--- config.mk ---
export PLATFORM = sky130hd
export DESIGN_NAME = colour_palette_conv
export DESIGN_NICKNAME = d
export VERILOG_FILES = /design/src/rtl/colour_palette_conv.sv
export SDC_FILE = /design/constraint.sdc
export NUM_CORES = 1
export LEC_CHECK = 0
export CAP_MARGIN = 40
export CORE_UTILIZATION = 54
export CTS_BUF_LIST = sky130_fd_sc_hd__clkbuf_4
export DETAILED_ROUTE_END_ITERATION = 10
export GPL_TIMING_DRIVEN = 1
export PLACE_DENSITY = 0.73
export SLEW_MARGIN = 10
export SYNTH_ARGS = -nofsm -noshare
export SYNTH_HDL_FRONTEND = slang
export SYNTH_SLANG_ARGS = --single-unit
--- constraint.sdc ---
create_clock -name clk -period 17.88 [get_ports clk]
set_clock_uncertainty 0.2 [all_clocks]
set_input_delay 3.576 -clock clk [delete_from_list [all_inputs] [get_ports clk]]
set_output_delay 3.576 -clock clk [all_outputs]
set_load 0.02 [all_outputs]
--- src/rtl/colour_palette_conv.sv ---
// Palette lookup with optional per-pixel brightness scaling, 2-stage pipeline.
// Define COLOUR_PALETTE_DIM_EN to build the brightness multiplier in stage 2.
module colour_palette_conv #(
  parameter int IDX_W = 3,
  parameter int CH_W  = 8,
  parameter int BR_W  = 4
) (
  input  logic              clk,
  input  logic              rst,
  input  logic              enable,
  input  logic [IDX_W-1:0]  colour,
  input  logic [BR_W-1:0]   brightness,
  input  logic              wr_en,
  input  logic [IDX_W-1:0]  wr_addr,
  input  logic [3*CH_W-1:0] wr_data,
  output logic [3*CH_W-1:0] rgb,
  output logic              valid
);

  localparam int DEPTH = 1 << IDX_W;
  localparam int RGB_W = 3 * CH_W;

  // 8-bit constants MSB-aligned; full-scale stays full-scale at any width
  function automatic logic [CH_W-1:0] ch_const(input logic [7:0] c);
    logic [CH_W+7:0] w;
    w = {c, {CH_W{1'b0}}};
    if (c == 8'hFF) return '1;
    return w[CH_W+7 -: CH_W];
  endfunction

  function automatic logic [RGB_W-1:0] rst_entry(input int idx);
    logic [RGB_W-1:0] e;
    case (idx)
      0: e = {ch_const(8'hFF), ch_const(8'hFF), ch_const(8'hFF)};
      1: e = {ch_const(8'hFF), ch_const(8'h00), ch_const(8'h00)};
      2: e = {ch_const(8'hFF), ch_const(8'hA5), ch_const(8'h00)};
      3: e = {ch_const(8'h00), ch_const(8'h00), ch_const(8'hFF)};
      4: e = {ch_const(8'h00), ch_const(8'hFF), ch_const(8'h00)};
      default: e = '0;
    endcase
    return e;
  endfunction

  logic [RGB_W-1:0] pal [DEPTH];

  for (genvar g = 0; g < DEPTH; g++) begin : g_pal
    localparam logic [RGB_W-1:0] RST_VAL = rst_entry(g);
    logic [RGB_W-1:0] ent_q;

    always_ff @(posedge clk or posedge rst) begin
      if (rst) begin
        ent_q <= RST_VAL;
      end else if (wr_en && (wr_addr == IDX_W'(g))) begin
        ent_q <= wr_data;
      end
    end

    assign pal[g] = ent_q;
  end

  logic             s1_valid_q;
  logic [RGB_W-1:0] s1_rgb_q;
  logic [RGB_W-1:0] scaled;

`ifdef COLOUR_PALETTE_DIM_EN
  localparam int PW = CH_W + BR_W + 1;

  logic [BR_W-1:0] s1_br_q;

  always_ff @(posedge clk or posedge rst) begin
    if (rst) begin
      s1_br_q <= '0;
    end else if (enable) begin
      s1_br_q <= brightness;
    end
  end

  // out = ch * (br + 1) >> BR_W; full brightness is the identity
  for (genvar c = 0; c < 3; c++) begin : g_scale
    logic [PW-1:0] mult;
    logic [PW-1:0] prod;
    assign mult = PW'(s1_br_q) + PW'(1);
    assign prod = PW'(s1_rgb_q[c*CH_W +: CH_W]) * mult;
    assign scaled[c*CH_W +: CH_W] = CH_W'(prod >> BR_W);
  end
`else
  logic unused_br;
  assign unused_br = ^brightness;
  assign scaled    = s1_rgb_q;
`endif

  // Palette read sees pre-edge contents, so a same-cycle write is not bypassed
  always_ff @(posedge clk or posedge rst) begin
    if (rst) begin
      s1_valid_q <= 1'b0;
      s1_rgb_q   <= '0;
      valid      <= 1'b0;
      rgb        <= '0;
    end else begin
      s1_valid_q <= enable;
      valid      <= s1_valid_q;
      if (enable) begin
        s1_rgb_q <= pal[colour];
      end
      if (s1_valid_q) begin
        rgb <= scaled;
      end
    end
  end

endmodule

==> out/qor.txt, run 1 <==
Synth top area share -> 42.2%
Synth warn -> 0
Die width -> 143 um
Worst Setup End Kind -> flop
Unrepaired setup endpoints after global routing -> no
XOR/XNOR Fraction of Synth Area -> 0%
CP Max Fanout -> 15
DR vias/cell -> 5.69
Total gr overflow -> 0
Final WL -> 23.6 mm
Syn Inst Count -> 743
Worst Tran Pin Value -> 0.871 ns
Largest family of logic cells by synthesized area -> multiplexers
Yosys top cell by area -> dfrtp_1
Vias in the first global route -> 7048
Proportion of synthesized area in mux cells -> 29.2%
Average wire per standard cell -> 20.6 um
Register area share after synthesis -> 56.8%
VDD IR max -> 73.0 uV
CTS sink cnt -> 242
Yosys reg bits -> 242
Share of the clock period used by the worst path -> 30.9%
Dpl cell area -> 11600 um^2
GR Util All Layers -> 24.6%
Max Cap Viol -> 0
Clock tree root buffer cell -> clkbuf_4
Met1 Use GR -> 31.1%
Post-synth EDFFs -> 0
Area grow syn2layout -> 14.9%
Power Density -> 120 nW/um^2
Post-synthesis compound-gate area fraction -> 5.84%
Syn_nets -> 781
Std cell rows -> 51
Die H -> 143 um
NumNets Final -> 862
Ports -> 63
TNS Setup -> 0 ns
Synthesized-area fraction occupied by adder cells -> 0%
Leak -> 0.00547 uW
Max_slew headroom -> 41.8%
Final hold vios -> 0
Most numerous cell in the Yosys netlist -> mux2_2
GRT busiest layer -> met2
Postcts setup bufs -> 0
Top post-synthesis cells by area -> dfrtp_1 42%, mux2_2 22%, dfstp_2 15%
Initial antenna violation count -> 1
CTS tree -> built
Clk pin slew, worst setup/hold paths -> 0.06 ns
Ys flop type -> dfrtp_1
Final setup fails -> 0
Routed vias -> 6494
Status -> finished clean
Post-Place Setup Slack -> 11.68 ns
Max Clk Rate -> 181 MHz
WP data required -> 18.21 ns
Clk Latency, worst-skew pair -> 0.67 ns
Startpoint Class -> input pin
Initial DRC count -> 289
Number of remaining DRC errors -> 0
ANT nets after route -> 0
Post-synth top cells -> 210 x mux2_2, 182 x dfrtp_1, 72 x mux2i_1
Distinct cell type count after synthesis -> 27
Die area -> 20600 um^2
GR Util met3 -> 5.23%
Post-CTS Resized -> 0
Initial Util -> 55.3%
Htree depth -> 2
Max Slew Vio Count -> 0
Post-CTS Hold Buffers -> 0
Tmin final -> 5.52 ns
Post-layout worst setup margin -> 12.36 ns
Hpwl dp -> 13.3 mm
Drt pass-1 iters -> 4
Avg Inst Size Synth -> 14.5 um^2
Worst hold path class -> reg2reg
Clock tree buffer depth -> 3
Port bufs -> 58
RD Place Congestion -> 0.729
Critical Path AT -> 5.85 ns
Mapped Area -> 10800 um^2
Largest net degree at the start of global routing -> 127
Final instance area -> 12400 um^2
Layout cells sized above 1 -> 46.3%
Cts bufs inserted -> 61
Met2 usage -> 41.8%
WS Path Type -> in2reg
Simple-Gate Fraction of Synth Area -> 5.21%
Placeable Area -> 19500 um^2
First-pass GRT wire length -> 38.0 mm
Synth async-reset ratio -> 100%
kinds of logic after synthesis:
logic type | Yosys count
mux | 288
compound gates | 72
flops | 242
simple gates | 85
buf+inv | 56
per-layer routing:
layer	vias up	routed length, um
li1	2938	-
met1	3370	10100
met2	154	12000
met3	32	1060
met4	0	409
met5	-	0
placed cells by master (no fill, tap or decap):
cell	n
mux2_2	210
dfrtp_1	182
clkbuf_4	104
mux2i_1	72
dfstp_2	60
clkdlybuf4s50_1	54
nor2b_1	48
a22oi_1	24
nand3_1	24
a211o_1	24
a41o_1	24
buf_4	12
clkinv_1	9
mux2_1	6
buf_2	3
nand4b_2	2
nor3_4	2
nor3b_4	2
buf_16	2
buf_12	2
diode_2	1
nand2_1	1
nand4b_1	1
nand2b_4	1
inv_8	1
nor2b_4	1
nor2_4	1
nand2b_2	1
nand4_1	1
inv_2	1
clkinv_2	1
final timing paths:
kind                                     from            endpoint  cells past startpoint  slack [ns]
max                                wr_addr[1]  g_pal[7].ent_q[12]                      4       12.36
min                        g_pal[4].ent_q[23]  g_pal[4].ent_q[23]                      1        0.30
max reg2reg                        s1_valid_q              rgb[8]                      2       16.31
min reg2reg                g_pal[4].ent_q[23]  g_pal[4].ent_q[23]                      1        0.30
max in group asynchronous                 rst  g_pal[0].ent_q[22]                      5       12.66
min in group asynchronous                 rst        s1_rgb_q[23]                      2        3.06
report_power, final:
part           total [uW]  leakage [uW]  switching, uW  internal [uW]
clock network         475      0.000501            215            260
logic                 264       0.00214            112            152
registers             746       0.00283           59.7            687
total                1490       0.00547            387           1100
critical path: stages:
cell	delay, ns
clkdlybuf4s50_1	0.76
nand4_1	0.69
buf_4	0.50
mux2_2	0.31
flip-flops by register name, summed over array words and instances (netlist names):
register     flops
s1_valid_q       1
g_pal.ent_q    192
valid            1
rgb             24
s1_rgb_q        24
layout make-up:
cell class,instances,area [um^2]
Fill cell,1512,7120
Antenna cell,1,2.50
Clock inverter,11,42.5
Sequential cell,242,6130
Timing Repair Buffer,73,741
Tap cell,265,332
Inverter,1,11.3
Multi-Input combinational cell,445,4370
Clock buffer,104,781
stage by stage:
step | instances | total power, uW | hold slack (ns) | utilization [%]
global route | 1142 | 1570 | 0.314 | 63.6
detailed placement | 1026 | 1020 | 0.288 | 59.3
finish | 1142 | 1490 | 0.300 | 63.6
CTS | 1141 | 1500 | 0.301 | 63.5
global placement | 1022 | 996 | 0.281 | 58.8
floorplan | 743 | 932 | 0.152 | -
No activity file was read; power rests on OpenSTA's default activity.
==> inputs of run 2 (changes only) <==
==> constraint.sdc (replaced) <==
create_clock -name clk -period 5.7 [get_ports clk]
set_clock_uncertainty 0.2 [all_clocks]
set_input_delay 1.14 -clock clk [delete_from_list [all_inputs] [get_ports clk]]
set_output_delay 1.14 -clock clk [all_outputs]
set_load 0.02 [all_outputs]
==> run 2 against run 1 <==
  * Sequential share of layout area is 0.13 points lower
  * Clock power grew to 3.2 times the previous value
  * Clock-buffer cell count is 2 lower
  * Non-clock buffer count is 2 higher
  * Register-to-register slack worse by 12 ns
  * Die area stayed put
  * Largest power group unchanged
  * Highest routed layer unchanged
==> out/qor.txt, run 2 (synthesis gave the netlist of run 1 again) <==
Status -> finished clean
Port bufs -> 58
Max Slew Vio Count -> 0
Power Density -> 376 nW/um^2
Slack of the worst reg-to-reg path -> 4.23 ns
Cts bufs inserted -> 61
Hpwl dp -> 13.3 mm
Fillers -> 1493
Clock tree root buffer cell -> clkbuf_4
Tot Pwr -> 4690 uW
CP Max Fanout -> 16
Initial Util -> 55.3%
Total gr overflow -> 0
Postcts setup bufs -> 0
Met1 Use GR -> 29.8%
Post-CTS Hold Buffers -> 0
DR vias/cell -> 5.65
Placeable Area -> 19500 um^2
Area grow syn2layout -> 15.2%
Die area -> 20600 um^2
Worst hold path class -> reg2reg
Clk Latency, worst-skew pair -> 0.70 ns
RD Place Congestion -> 0.725
Final WL -> 23.1 mm
Final setup fails -> 0
Worst Tran Pin Value -> 0.906 ns
Crit path capture -> g_pal[7].ent_q[10]
Most common cell after layout, fill and taps aside -> mux2_2
Tmin final -> 3.05 ns
TNS Setup -> 0 ns
Leak -> 0.00547 uW
Average wire per standard cell -> 20.2 um
Max Cap Viol -> 0
ANT nets after route -> 0
Max reg flops -> 192
Commonest non-fill, non-tap cells in the layout -> 210 x mux2_2, 182 x dfrtp_1, 102 x clkbuf_4
R2R Path Start -> s1_valid_q
CTS tree -> built
Number of remaining DRC errors -> 0
Largest net degree at the start of global routing -> 174
Htree depth -> 2
Vias in the first global route -> 7141
Final hold vios -> 0
Worst reg-to-reg path cell count -> 2
Initial antenna violation count -> 1
CTS sink cnt -> 242
GRT busiest layer -> met2
NumNets Final -> 864
R2R Path End -> rgb[19]
Startpoint Class -> input pin
Max_slew headroom -> 39.6%
GR Util met3 -> 5.43%
Initial DRC count -> 318
WP data required -> 6.05 ns
Layout cells sized above 1 -> 46.2%
First-pass GRT wire length -> 37.7 mm
Clock tree buffer depth -> 3
GR Util All Layers -> 24.1%
Unrepaired setup endpoints after global routing -> no
Critical Path AT -> 3.40 ns
Die width -> 143 um
Std cell rows -> 51
Worst Setup End Kind -> flop
Drt pass-1 iters -> 5
Largest regs -> g_pal.ent_q (192), rgb (24), s1_rgb_q (24)
Max Clk Rate -> 328 MHz
Worst hold path stage count -> 1
Share of the clock period used by the worst path -> 53.4%
Clk pin slew, worst setup/hold paths -> 0.06 ns
Routed vias -> 6462
Ports -> 63
Crit path from -> wr_addr[0]
VDD IR max -> 180 uV
WS Path Type -> in2reg
Die H -> 143 um
Post-CTS Resized -> 0
Met2 usage -> 41.7%
Top reg by flops -> g_pal.ent_q
[run 2: metal layers]
layer  routed length, um  vias up
li1                    -     2940
met1                9870     3344
met2               11800      143
met3                 990       35
met4                 427        0
met5                   0        -
[run 2: stage by stage]
step | util, % | area (um^2) | std cells | worst slack [ns] | hold WS, ns
finish | 63.7 | 12400 | 1143 | 2.65 | 0.296
detailed placement | 59.3 | 11600 | 1027 | 1.94 | 0.287
global route | 63.7 | 12400 | 1143 | 2.59 | 0.321
CTS | 63.6 | 12400 | 1141 | 2.63 | 0.304
global placement | 59.0 | 11500 | 1025 | 2.00 | 0.281
floorplan | - | 10800 | 743 | 1.23 | 0.152
[run 2: cell type report]
| cell class | count | area (um^2) | area share (%) |
|---|---|---|---|
| Sequential cell | 242 | 6130 | 49.3 |
| Clock buffer | 102 | 766 | 6.15 |
| Tap cell | 265 | 332 | 2.66 |
| Multi-Input combinational cell | 445 | 4370 | 35.1 |
| Clock inverter | 12 | 75.1 | 0.603 |
| Timing Repair Buffer | 75 | 761 | 6.11 |
| Inverter | 1 | 7.51 | 0.0603 |
| Antenna cell | 1 | 2.50 | 0.0201 |
[run 2: worst max-delay path, cell delays in order]
cell and delay, ns:
clkdlybuf4s50_1 0.77, nand4_1 0.69, buf_4 0.49, mux2_2 0.30
[run 2: worst min-delay path by stage]
stage / start / endpoint / slack [ns]
finish: g_pal[4].ent_q[17] / g_pal[4].ent_q[17] / 0.30
global placement: s1_rgb_q[15] / rgb[15] / 0.28
detailed placement: s1_rgb_q[13] / rgb[13] / 0.29
floorplan: s1_valid_q / valid / 0.15
global route: g_pal[6].ent_q[4] / g_pal[6].ent_q[4] / 0.32
CTS: g_pal[4].ent_q[22] / g_pal[4].ent_q[22] / 0.30
[run 2: where the power goes]
part | switching, uW | internal [uW]
clock network | 672 | 846
registers | 184 | 2150
logic | 351 | 479
==> RTL edit, RTL diff (flow settings as in run 2) <==
The option `COLOUR_PALETTE_DIM_EN` is turned on by a define.
--- a/src/rtl/colour_palette_conv.sv
+++ b/src/rtl/colour_palette_conv.sv
@@ -1,4 +1,6 @@
 // Palette lookup with optional per-pixel brightness scaling, 2-stage pipeline.
 // Define COLOUR_PALETTE_DIM_EN to build the brightness multiplier in stage 2.
+`define COLOUR_PALETTE_DIM_EN
+
 module colour_palette_conv #(
   parameter int IDX_W = 3,
Formal check against the unedited RTL: not equivalent (Yosys sat finds a counterexample within 4 cycles, from zero or initial values and one cycle with rst high).
==> RTL edit against run 2 <==
Setup slack worse by 1.8 ns; synthesized area up 30%; cell area up 28%; utilization down 0.67 points; critical endpoint is now rgb[14]; wire length up 19%; sequential cell count up 4; total power up 51%.
==> RTL edit: results (changes against run 2) <==
- Port bufs: 62 (+6.9%)
- Leakage: 7.09 nW (+30%)
- Ys Warns: 0 (unchanged)
- Pre-CTS WS: 0.860 ns (-1.08 ns)
- Leading post-synthesis cells by cell area: dfrtp_1 33%, mux2_2 16%, dfstp_2 11%, mux4_2 7.7%, fa_1 6.8%
- Status: complete, no violations
- Post-cts sizing count: 0 (unchanged)
- Tightest Pin Transition: 0.792 ns (-0.113 ns)
- Reg2Reg Depth: 16 (+14)
- # fillers: 1990 (+33%)
- Switching power: 2.43 mW (+100%)
- Largest net degree at the start of global routing: 117 (-33%)
- Worst min path class: reg -> reg
- Area grow syn2layout: 13.6%
- Fraction of layout cells with a size suffix above 1: 38.1% (-8.1 points)
- Root buffer cell: clkbuf_4
- Clock latency on the worst-skew pair: 0.68 ns (-0.02 ns)
- H-tree levels: 3 (+1)
- Leading cell types by count after synthesis: 199 x mux2_2, 186 x dfrtp_1, 81 x inv_1
- Initial antenna violation count: 1 (unchanged)
- Post-CTS Setup Inserts: 0 (unchanged)
- Max IR drop VDD: 0.307 mV (+71%)
- Area after DPL: 0.0150 mm^2 (+30%)
- Biggest regs: g_pal.ent_q x192, rgb x24, s1_rgb_q x24
- Initial DRC count: 452 (+42%)
- Final GP Congestion: 0.798 (+10%)
- Total Routing Usage GR: 22.5% (-1.7 points)
- Initial DRT Pass Iterations: 4 (-1)
- Worst-path fanout max: 24 (+8)
- Num CTS Buffers: 68 (+11%)
- Critical path arrival: 5.19 ns (+1.79 ns)
- Vias in the first global route: 9188 (+29%)
- Final net count: 1317 (+52%)
- Post-synth ARST share: 100% (unchanged)
- Final worst setup slack: 0.823 ns (-1.83 ns)
- DP Wirelength: 17800 um (+34%)
- Distinct cell type count after synthesis: 63 (+130%)
- Via density: 5.52 (-2.3%)
- Final-report hold violation count: 0 (unchanged)
- Clock Path Buffers: 3 (unchanged)
- Synthesized net count: 1219 (+56%)
- Global-route wire length before repair: 46700 um (+24%)
- Crit path from: s1_br_q[0]
- Seq/Total Area, Yosys: 44.3% (-12 points)
- CP endpoint: rgb[14]
- Reg clk slew, reported paths: 0.07 ns
- Final wirelength: 27600 um (+19%)
==> RTL edit: changes by cell type in the layout (fill, tap and decap cells not counted), sizes merged, moves of 24 or more <==
cell	run 2	this run
inv	0	83
and2	0	56
nand2	1	57
ha	0	55
fa	0	48
mux2i	72	24
mux4	0	48
nor2b	49	5
a21oi	0	40
nor2	1	31
a22oi	24	0
a41o	24	0
==> RTL edit: logic make-up after synthesis <==
group	Yosys count	share of synthesized area, %
fa+ha+maj	103	11.7
compound gates	89	4.22
mux	279	26.0
simple gates	201	7.96
xor+xnor	25	1.56
buf+inv	135	4.24
flops	246	44.3
==> RTL edit: layer usage <==
| layer | global-route usage, % | wire length, um | vias to the layer above |
|---|---|---|---|
| met5 | 0 | 0 | - |
| met4 | 8.37 | 531 | 0 |
| met3 | 4.01 | 901 | 43 |
| met2 | 36.9 | 13500 | 141 |
| met1 | 29.8 | 12600 | 4436 |
| li1 | - | - | 4003 |
==> RTL edit: worst max-delay path, stage by stage (launching register included) <==
cell and delay [ns]:
dfrtp_1 0.76, ha_1 0.29, xor2_1 0.17, buf_4 0.27
nand2_1 0.12, fa_1 0.54, inv_1 0.05, fa_1 0.47
inv_1 0.05, fa_1 0.47, inv_1 0.04, ha_1 0.35
a21o_1 0.20, a21oi_1 0.20, o221ai_2 0.12, xor2_1 0.15
mux2_2 0.27
==> RTL edit: worst min-delay path by stage <==
stage | from | to | slack, ns | cells past startpoint
4_1_cts | rgb[17] | rgb[17] | 0.28 | 2
3_5_place_dp | rgb[17] | rgb[17] | 0.27 | 2
6_report | rgb[17] | rgb[17] | 0.28 | 2
5_1_grt | g_pal[7].ent_q[12] | g_pal[7].ent_q[12] | 0.32 | 1
3_3_place_gp | g_pal[1].ent_q[11] | g_pal[1].ent_q[11] | 0.26 | 1
2_1_floorplan | s1_valid_q | valid | 0.17 | 0
==> RTL edit: stage by stage <==
stage,std cells,power (mW)
floorplan,1078,4.71
global placement,1431,5.32
detailed placement,1436,5.43
CTS,1559,7.16
global route,1561,7.66
finish,1561,7.07
==> RTL edit: layout make-up <==
class                           count  share of cell area, %
Inverter                           81                   1.93
Tap cell                          330                   2.59
Sequential cell                   246                   39.0
Multi-Input combinational cell    697                   45.3
Timing Repair Buffer               82                   5.33
Clock inverter                     19                  0.901
Clock buffer                      104                   4.89
Antenna cell                        2                 0.0313
==> RTL edit: power by group through the flow <==
stage | registers, mW | clock network (mW) | logic, mW
after CTS | 2.50 | 1.74 | 2.92
after floorplan | 2.55 | 0 | 2.16
after global placement | 2.51 | 0 | 2.81
after global routing | 2.56 | 1.82 | 3.28
after detailed placement | 2.53 | 0 | 2.90
final | 2.50 | 1.68 | 2.89
